<file path="src/rtl/multiplicador_seq.sv">
// Sequential shift-and-add unsigned multiplier: WIDTH x WIDTH -> 2*WIDTH bits over
// WIDTH clock cycles, with a start/busy/done handshake and a registered product.
module multiplicador_seq #(
  parameter int WIDTH = 4
) (
  input  logic                 clk,
  input  logic                 rst_n,
  input  logic                 start,
  input  logic [WIDTH-1:0]     A,
  input  logic [WIDTH-1:0]     B,
  output logic                 busy,
  output logic                 done,
  output logic [2*WIDTH-1:0]   saida
);

  localparam int CW = $clog2(WIDTH) + 1;
  localparam logic [CW-1:0] LAST_STEP = CW'(WIDTH - 1);

  typedef enum logic [1:0] {IDLE, CALC, DONE} state_t;

  state_t             state;
  logic [WIDTH-1:0]   mcand;
  logic [2*WIDTH-1:0] acc;
  logic [CW-1:0]      cnt;

  logic [WIDTH:0]     sum;
  logic [2*WIDTH-1:0] acc_next;

  // The upper half of acc is the running partial product, the lower half holds
  // the not-yet-consumed multiplier bits; the adder carry lands in the MSB.
  always_comb begin
    sum      = {1'b0, acc[2*WIDTH-1:WIDTH]} + {1'b0, mcand & {WIDTH{acc[0]}}};
    acc_next = {sum, acc[WIDTH-1:1]};
  end

  // NOTE: all state is updated with non-blocking assignments so every register
  // sees the pre-edge values of the others, independent of statement order.
  always_ff @(posedge clk or negedge rst_n) begin
    if (!rst_n) begin
      state <= IDLE;
      mcand <= '0;
      acc   <= '0;
      cnt   <= '0;
      busy  <= 1'b0;
      done  <= 1'b0;
      saida <= '0;
    end else begin
      case (state)
        IDLE: begin
          if (start) begin
            mcand <= A;
            acc   <= {{WIDTH{1'b0}}, B};
            cnt   <= '0;
            busy  <= 1'b1;
            state <= CALC;
          end
        end
        CALC: begin
          acc <= acc_next;
          cnt <= cnt + CW'(1);
          if (cnt == LAST_STEP) begin
            saida <= acc_next;
            busy  <= 1'b0;
            done  <= 1'b1;
            state <= DONE;
          end
        end
        DONE: begin
          // start is deliberately ignored here; it is next sampled in IDLE.
          done  <= 1'b0;
          state <= IDLE;
        end
        default: begin
          busy  <= 1'b0;
          done  <= 1'b0;
          state <= IDLE;
        end
      endcase
    end
  end

endmodule

</file>
<file path="config.mk">
export PLATFORM = sky130hd
export DESIGN_NAME = multiplicador_seq
export DESIGN_NICKNAME = d
export VERILOG_FILES = /design/src/rtl/multiplicador_seq.sv
export SDC_FILE = /design/constraint.sdc
export NUM_CORES = 1
export LEC_CHECK = 0
export ABC_CLOCK_PERIOD_IN_PS = 2410
export BUFFER_PORTS_ARGS = -buffer_cell sky130_fd_sc_hd__clkbuf_2
export CORE_MARGIN = 8
export CORE_UTILIZATION = 54
export DETAILED_ROUTE_END_ITERATION = 10
export PLACE_DENSITY = 0.87
export SYNTH_ARGS = -nofsm -noshare
export SYNTH_HDL_FRONTEND = slang
export SYNTH_SLANG_ARGS = --single-unit
</file>
<file path="constraint.sdc">
create_clock -name clk -period 2.41 [get_ports clk]
set_clock_uncertainty 0.2 [all_clocks]
set_input_delay 0.3615 -clock clk [delete_from_list [all_inputs] [get_ports clk]]
set_output_delay 0.3615 -clock clk [all_outputs]
set_load 0.005 [all_outputs]
</file>
==> results.md, run 1 <==
* Clk sink count at 27
* Seq/Total Area, Yosys at 0.525
* CP Cell Sequence: and2_1 > ha_1 > fa_1 > a21o_1 > a21oi_1 > o21ai_0
* Worst-path maximum fanout at 5
* H-tree depth at 1
* Synth Register Bits at 27
* IO Count at 21
* Synth top cells by count: dfrtp_1 (27), o21ai_0 (12), nand2_1 (10)
* DIE AREA at 4200 µm²
* Initial antenna violation count at 0
* CP bufs+invs at 0
* DRT Pass-1 Iters at 4
* Initial Utilization at 0.576
* Core Box Area at 2230 µm²
* Total Power at 1.64 mW
* Root buf cell: clkbuf_4
* Clock Tree Buf Depth at 2
* Leading area contributor after synthesis: dfrtp_1
* Combinational family with the most area after synthesis: simple AND/OR/NAND/NOR gates
* Worst slew margin at 0.563
* P_sw at 0.581 mW
* Port Buf Inserts at 20
* Vias in the first global route at 924
* Max cap viols at 0
* DR DRC count at 0
* Layout Cells excl Fill at 158
* Critical Path Source Type: register
* Remaining global-route overflow at 0
* First-pass GRT wire length at 4150 µm
* CTS tree: done
* Post-placement cell count at 153
* Vias per cell at 5.48
* Seq pwr share at 0.480
* Highest routed layer: met4
* Crit-path max cell delay at 0.43 ns
* Data required, critical path at 2.42 ns
* DR vias at 866
* Final Max Slew Viols at 0
* Worst path slowest cell: dfrtp_1
* Area grow syn2layout at 12.0%
* Pwr Density at 1140 nW/µm²
* Static Leakage at 0.738 nW
* Synth top area share at 0.525
* Die Wd at 64.8 µm
* Critical path class: register to register
* Synth Area in Adders at 0.0739
* Max frequency at 510 MHz
* Worst-Skew Late Latency at 0.31 ns
* Metal3 WL at 114 µm
* Largest cells by area after synthesis: dfrtp_1 (53%), ha_1 (5.8%), o21ai_0 (4.7%), mux2_4 (4.7%), nand2_1 (2.9%)
* Setup Viol. Count Final at 0
* Final Cell Area at 1440 µm²
* Clock period minus worst slack at 1.96 ns
* Die Y at 64.8 µm
* Outcome: complete, no violations
* Syn_nets at 126
* Layout cells sized above 1 at 0.285
* Worst Max-Slew Pin Slew at 0.655 ns
* Tcrit/Tclk final at 0.814
* Count of different cell masters after synthesis at 29
* WL/cell at 15.3 µm
* RSZ-0062 raised after global routing: false
* Dominant synthesized flop cell: dfrtp_1
* Mapped Area at 1290 µm²
* Post-synth EDFFs at 0
* Endpoint class of the critical path: register
* Total track usage at 0.123
* Switching part of the total at 0.354
* Syn_area_per_cell at 11.9 µm²
* Asr flop ratio synth at 1.00
* Synth Area in Simple Gates at 0.137
* Reg clk slew, reported paths at 0.14 ns
* Power Internal at 1.06 mW
* Syn Inst Count at 108
* Total CTS buffers at 3
* Wire length on met2 at 1160 µm
* Max IR drop VDD at 0.689 mV
* Final wirelength at 2420 µm
* Post-cts sizing count at 0
* Mux cell area share after synthesis at 0.0982
* Starting DRC count in detailed routing at 40
* Post-DP Area at 1400 µm²
* Post-Synth XOR/XNOR Area at 0.00681
* CP arrival at 1.97 ns
* N_diodes at 0
* Post-DRT Antenna Nets at 0
* Largest net degree at the start of global routing at 28
* Final Hold Viols at 0
* Std-Cell Rows at 17
* DRT met1 WL at 1120 µm
* Most frequent cell after synthesis: dfrtp_1
* CP top delay family: adder cells
* Final GP Congestion at 0.781
* Nets at 149
* HPWL Detailed at 1890 µm
* Ys Warns at 0
* Setup_tns at 0 ns
* Clock power frac at 0.115
* Comb pwr share at 0.405
* Worst hold-check path type: primary input to register
* Synth Area in Compound Gates at 0.133
[metal layers]
| metal | vias up | GRT usage |
|---|---|---|
| met5 | - | 0 |
| met4 | 0 | 0.0327 |
| met3 | 4 | 0.0275 |
| met2 | 19 | 0.195 |
| met1 | 422 | 0.165 |
| li1 | 421 | - |
[metrics by stage]
step	util	setup WS, ns	hold slack, ns
finish	0.645	0.448	0.0692
CTS	0.645	0.444	0.0660
global placement	0.629	0.506	0.210
floorplan	-	0.551	-0.134
detailed placement	0.629	0.453	0.225
global route	0.645	0.314	0.0541
[flip-flops by register name, summed over array words and instances (netlist names)]
signal	cells
acc	8
state	2
busy	1
done	1
mcand	4
cnt	3
saida	8
[final cells by class]
cell class	instances	area [µm²]
flip-flops and latches	27	676
repair buffers	21	110
well taps	28	35.0
inverters	4	15.0
fillers	177	793
multi-input cells	74	578
clock buffers	4	26.3
[power by group through the flow]
| stage | Sequential, mW | Combinational, mW | Clock [mW] |
|---|---|---|---|
| floorplan | 0.750 | 0.509 | 0 |
| global placement | 0.788 | 0.637 | 0 |
| detailed placement | 0.802 | 0.668 | 0 |
| CTS | 0.791 | 0.679 | 0.195 |
| global route | 0.818 | 0.754 | 0.208 |
| finish | 0.787 | 0.665 | 0.188 |
[path summary, 6_finish.rpt]
kind / startpoint / to / slack (ns) / depth (start not counted)
setup / recovery: acc[0] / acc[7] / 0.45 / 6
hold / removal: A[3] / mcand[3] / 0.07 / 2
setup reg to reg: acc[0] / acc[7] / 0.45 / 6
hold reg to reg: saida[6] / saida[6] / 0.30 / 2
max in group asynchronous: rst_n / cnt[1] / 1.20 / 2
min in group asynchronous: rst_n / saida[3] / 0.39 / 2
[placed cells by master, fill, tap and decap left out, types with 2 or more instances in the layout]
cell / instances
dfrtp_1: 27
clkbuf_2: 20
o21ai_0: 12
nand2_1: 10
a21oi_1: 6
ha_1: 6
and2_1: 4
inv_1: 4
mux2_4: 4
and2b_2: 3
a22oi_1: 3
mux2_2: 3
nor2_1: 3
clkbuf_4: 3
and2b_4: 2
and3b_1: 2
mux2_1: 2
a22o_1: 2
o31ai_1: 2
[kinds of logic after synthesis]
family          Yosys count
xor+xnor                  1
compound gates           28
flops                    27
buf+inv                   7
mux                      10
fa+ha+maj                 7
simple gates             28
[timing repair]
item / 4_1_cts / 5_1_grt
setup buffers: 0 / 0
hold buffers: 1 / 0
endpoints found under the hold margin: 27 / 0
Power figures use the tool's default switching activity.
==> run 2: changes to the inputs <==
Settings changed: ABC_AREA set to 1, ABC_CLOCK_PERIOD_IN_PS 2410 to 2000.
Clock period 2.41 ns to 2 ns, I/O delays scaled along.
==> run 2 against run 1 <==
  * Routed wire length increased by 6.1%
  * Cell count increased by 23%
  * Die area decreased by 2.5%
  * Largest cell class unchanged
  * Maximum frequency increased by 8.9%
  * Via count increased by 18%
  * Design area decreased by 0.26%
  * Critical endpoint is now acc[5]
  * Highest routed layer unchanged
  * Count of clock-buffer cells in the layout unchanged
  * Combinational power increased by 39%
  * Utilization increased by 1.1 points
  * Sequential power increased by 19%
  * Synthesized cell count increased by 29%
  * Register-to-register slack got worse by 0.25 ns
==> results.md, run 2 <==
* Clock Tree Buf Depth at 2 (unchanged)
* Largest cells by area after synthesis: dfrtp_1 (54%), nand2_1 (15%), ha_1 (6.0%), inv_1 (3.0%), nor2_1 (2.7%)
* Worst-Skew Late Latency at 0.33 ns (+0.02 ns)
* WL/cell at 13.2 µm (-14%)
* Reg2Reg Depth at 6 (unchanged)
* Final Max Slew Viols at 0 (unchanged)
* Highest routed layer: met4
* N_diodes at 0 (unchanged)
* Nets at 185 (+24%)
* Worst setup margin at 0.199 ns (-0.249 ns)
* Initial Utilization at 0.568 (-0.00823)
* Count of different cell masters after synthesis at 19 (-34%)
* Final wirelength at 2570 µm (+6.1%)
* Clk sink count at 27 (unchanged)
* Commonest non-fill, non-tap cell in the layout: nand2_1
* Remaining global-route overflow at 0 (unchanged)
* RSZ-0062 raised after global routing: false
* Worst hold-check path type: primary input to register
* Synth top area share at 0.543 (+0.0180)
* Fin util at 0.656 (+0.0108)
* Dominant synthesized flop cell: dfrtp_1
* WP depth at 6 (unchanged)
* Setup Viol. Count Final at 0 (unchanged)
* Synth Register Bits at 27 (unchanged)
* DRT met1 WL at 1100 µm (-1.6%)
* Vias per cell at 5.27 (-3.8%)
* Die Y at 64.0 µm (-1.3%)
* Crit-path max cell delay at 0.44 ns (about the same)
* DIE AREA at 4090 µm² (-2.5%)
* Area grow syn2layout at 15.5%
* Power Internal at 1.23 mW (+16%)
* IO Count at 21 (unchanged)
* Crit Reg-Reg Startpoint: acc[0]
* Syn_area_per_cell at 8.95 µm² (-25%)
* Clock period minus worst slack at 1.80 ns (-0.161 ns)
* Setup_tns at 0 ns (unchanged)
* Outcome: complete, no violations
* Setup bufs post-CTS at 0 (unchanged)
* Total track usage at 0.146 (+0.0233)
* Comb pwr share at 0.440 (+0.035)
* Seq pwr share at 0.447 (-0.033)
* Synth top cells by count: nand2_1 (51), dfrtp_1 (27), inv_1 (10)
* Asr flop ratio synth at 1.00 (unchanged)
* Port Buf Inserts at 20 (unchanged)
* Final GP Congestion at 0.893 (+14%)
* Worst Max-Slew Pin Slew at 0.666 ns (+0.0108 ns)
* Worst slew margin at 0.556 (-0.00718)
* Wire length on met2 at 1250 µm (+7.5%)
* Hold path cells at 3 (+1)
* Data required, critical path at 2.02 ns (-0.40 ns)
* Biggest regs: acc: 8 flops, saida: 8 flops, mcand: 4 flops
* Leading area contributor after synthesis: dfrtp_1
* CP Cell Sequence: nand2_1 > inv_1 > ha_1 > fa_1 > xnor2_1 > o21ai_0
* HP Start: B[1]
* Reg clk slew, reported paths at 0.14 ns (about the same)
* Commonest non-fill, non-tap cells in the layout: nand2_1 (51), dfrtp_1 (27), clkbuf_2 (20)
* Static Leakage at 0.811 nW (+10%)
* Max IR drop VDD at 1.01 mV (+46%)
* HPWL Detailed at 1890 µm (+0.21%)
* CTS tree: done
* Critical path class: register to register
* Syn_nets at 157 (+25%)
* Worst path slowest cell: dfrtp_1
* Switching part of the total at 0.413 (+0.0591)
* P_sw at 0.867 mW (+49%)
* Mapped Area at 1240 µm² (-3.3%)
* Metal3 WL at 161 µm (+41%)
* Largest net degree at the start of global routing at 28 (unchanged)
* CP arrival at 1.82 ns (-0.15 ns)
* Max cap viols at 0 (unchanged)
* Layout cells sized above 1 at 0.193 (-0.0918)
* DRT Pass-1 Iters at 5 (+1)
* Post-DRT Antenna Nets at 0 (unchanged)
* H-tree depth at 1 (unchanged)
* Most frequent cell after synthesis: nand2_1
* DR DRC count at 0 (unchanged)
* Pwr Density at 1460 nW/µm² (+28%)
* Total Power at 2.10 mW (+28%)
* Critical Path Source Type: register
* First-pass GRT wire length at 4910 µm (+18%)
* Std-Cell Rows at 17 (unchanged)
* Worst-path maximum fanout at 5 (unchanged)
* Root buf cell: clkbuf_4
* Tcrit/Tclk final at 0.901 (+0.0865)
* Core Box Area at 2190 µm² (-1.9%)
* Die Wd at 64.0 µm (-1.3%)
* Pre-CTS WS at 0.212 ns (-0.240 ns)
* Total CTS buffers at 3 (unchanged)
* Endpoint class of the critical path: register
* Ys Warns at 0 (unchanged)
* DR vias at 1,023 (+18%)
* Initial antenna violation count at 0 (unchanged)
* Syn Inst Count at 139 (+29%)
* Vias in the first global route at 1,123 (+22%)
* Max frequency at 555 MHz (+8.9%)
* Post-synth EDFFs at 0 (unchanged)
* Seq/Total Area, Yosys at 0.543 (+0.0180)
* CP top delay family: adder cells
* Crit path from: acc[0]
* Starting DRC count in detailed routing at 33 (-18%)
* Final Hold Viols at 0 (unchanged)
* CP bufs+invs at 1 (+1)
* Clock power frac at 0.113 (-0.002)
==> run 2: cell count changes in the layout (fill, tap and decap cells not counted), sizes merged, moves of 5 or more <==
| cell | previous run | this run |
|---|---|---|
| nand3 | 1 | 6 |
| inv | 4 | 14 |
| nand2 | 10 | 55 |
| nor2 | 3 | 9 |
| and2b | 6 | 0 |
| mux2 | 9 | 0 |
==> run 2: power by group through the flow <==
stage,Clock (mW),Sequential [mW],Combinational (mW)
after floorplan,0,0.925,0.675
after CTS,0.244,0.940,0.930
after detailed placement,0,0.952,0.921
final,0.237,0.938,0.923
after global placement,0,0.934,0.870
after global routing,0.260,0.977,1.09
==> run 2: per-layer routing <==
metal | global-route usage | vias up
met1 | 0.164 | 488
met4 | 0.0669 | 0
met2 | 0.250 | 35
met3 | 0.0418 | 7
li1 | - | 493
met5 | 0 | -
==> run 2: through the flow <==
step / hold slack (ns) / std cells / area, µm²
floorplan: -0.196 / 139 / 1240
CTS: 0.00361 / 194 / 1440
detailed placement: 0.158 / 185 / 1360
global placement: 0.155 / 185 / 1360
global route: 0.0127 / 194 / 1440
finish: 0.00183 / 194 / 1440
==> run 2: what timing repair did <==
action	CTS	global route
hold buffers	5	0
setup endpoints to repair	0	0
hold endpoints to repair	31	0
resized for setup	0	0
==> run 2: final cells by class <==
cell class | instances | area [µm²]
clock buffer | 4 | 26.3
fill | 184 | 754
inverter | 14 | 52.6
multi-input combinational | 96 | 497
sequential | 27 | 676
tap | 28 | 35.0
timing repair buffer | 25 | 150
==> run 2: worst reg2reg max path, delay by kind of cell, from the launching register on <==
family | cells | cell delay, ns
buf+inv | 1 | 0.04
xor+xnor | 1 | 0.20
simple gates | 1 | 0.07
compound gates | 1 | 0.10
fa+ha+maj | 2 | 0.64
flops | 1 | 0.44
==> run 2: logic make-up after synthesis <==
group | count (synthesis) | synth area share
XOR/XNOR | 1 | 0.00704
buffers and inverters | 16 | 0.0573
flip-flops | 27 | 0.543
adder cells (fa/ha/maj) | 7 | 0.0765
AO/OA/AOI/OAI | 18 | 0.0825
AND/OR/NAND/NOR | 70 | 0.233
==> run 2: worst paths after layout <==
kind	slack, ns	end
max	0.20	acc[5]
min	0.002	acc[1]
max reg2reg	0.20	acc[5]
min reg2reg	0.30	done
max in group asynchronous	0.86	saida[6]
min in group asynchronous	0.31	cnt[0]
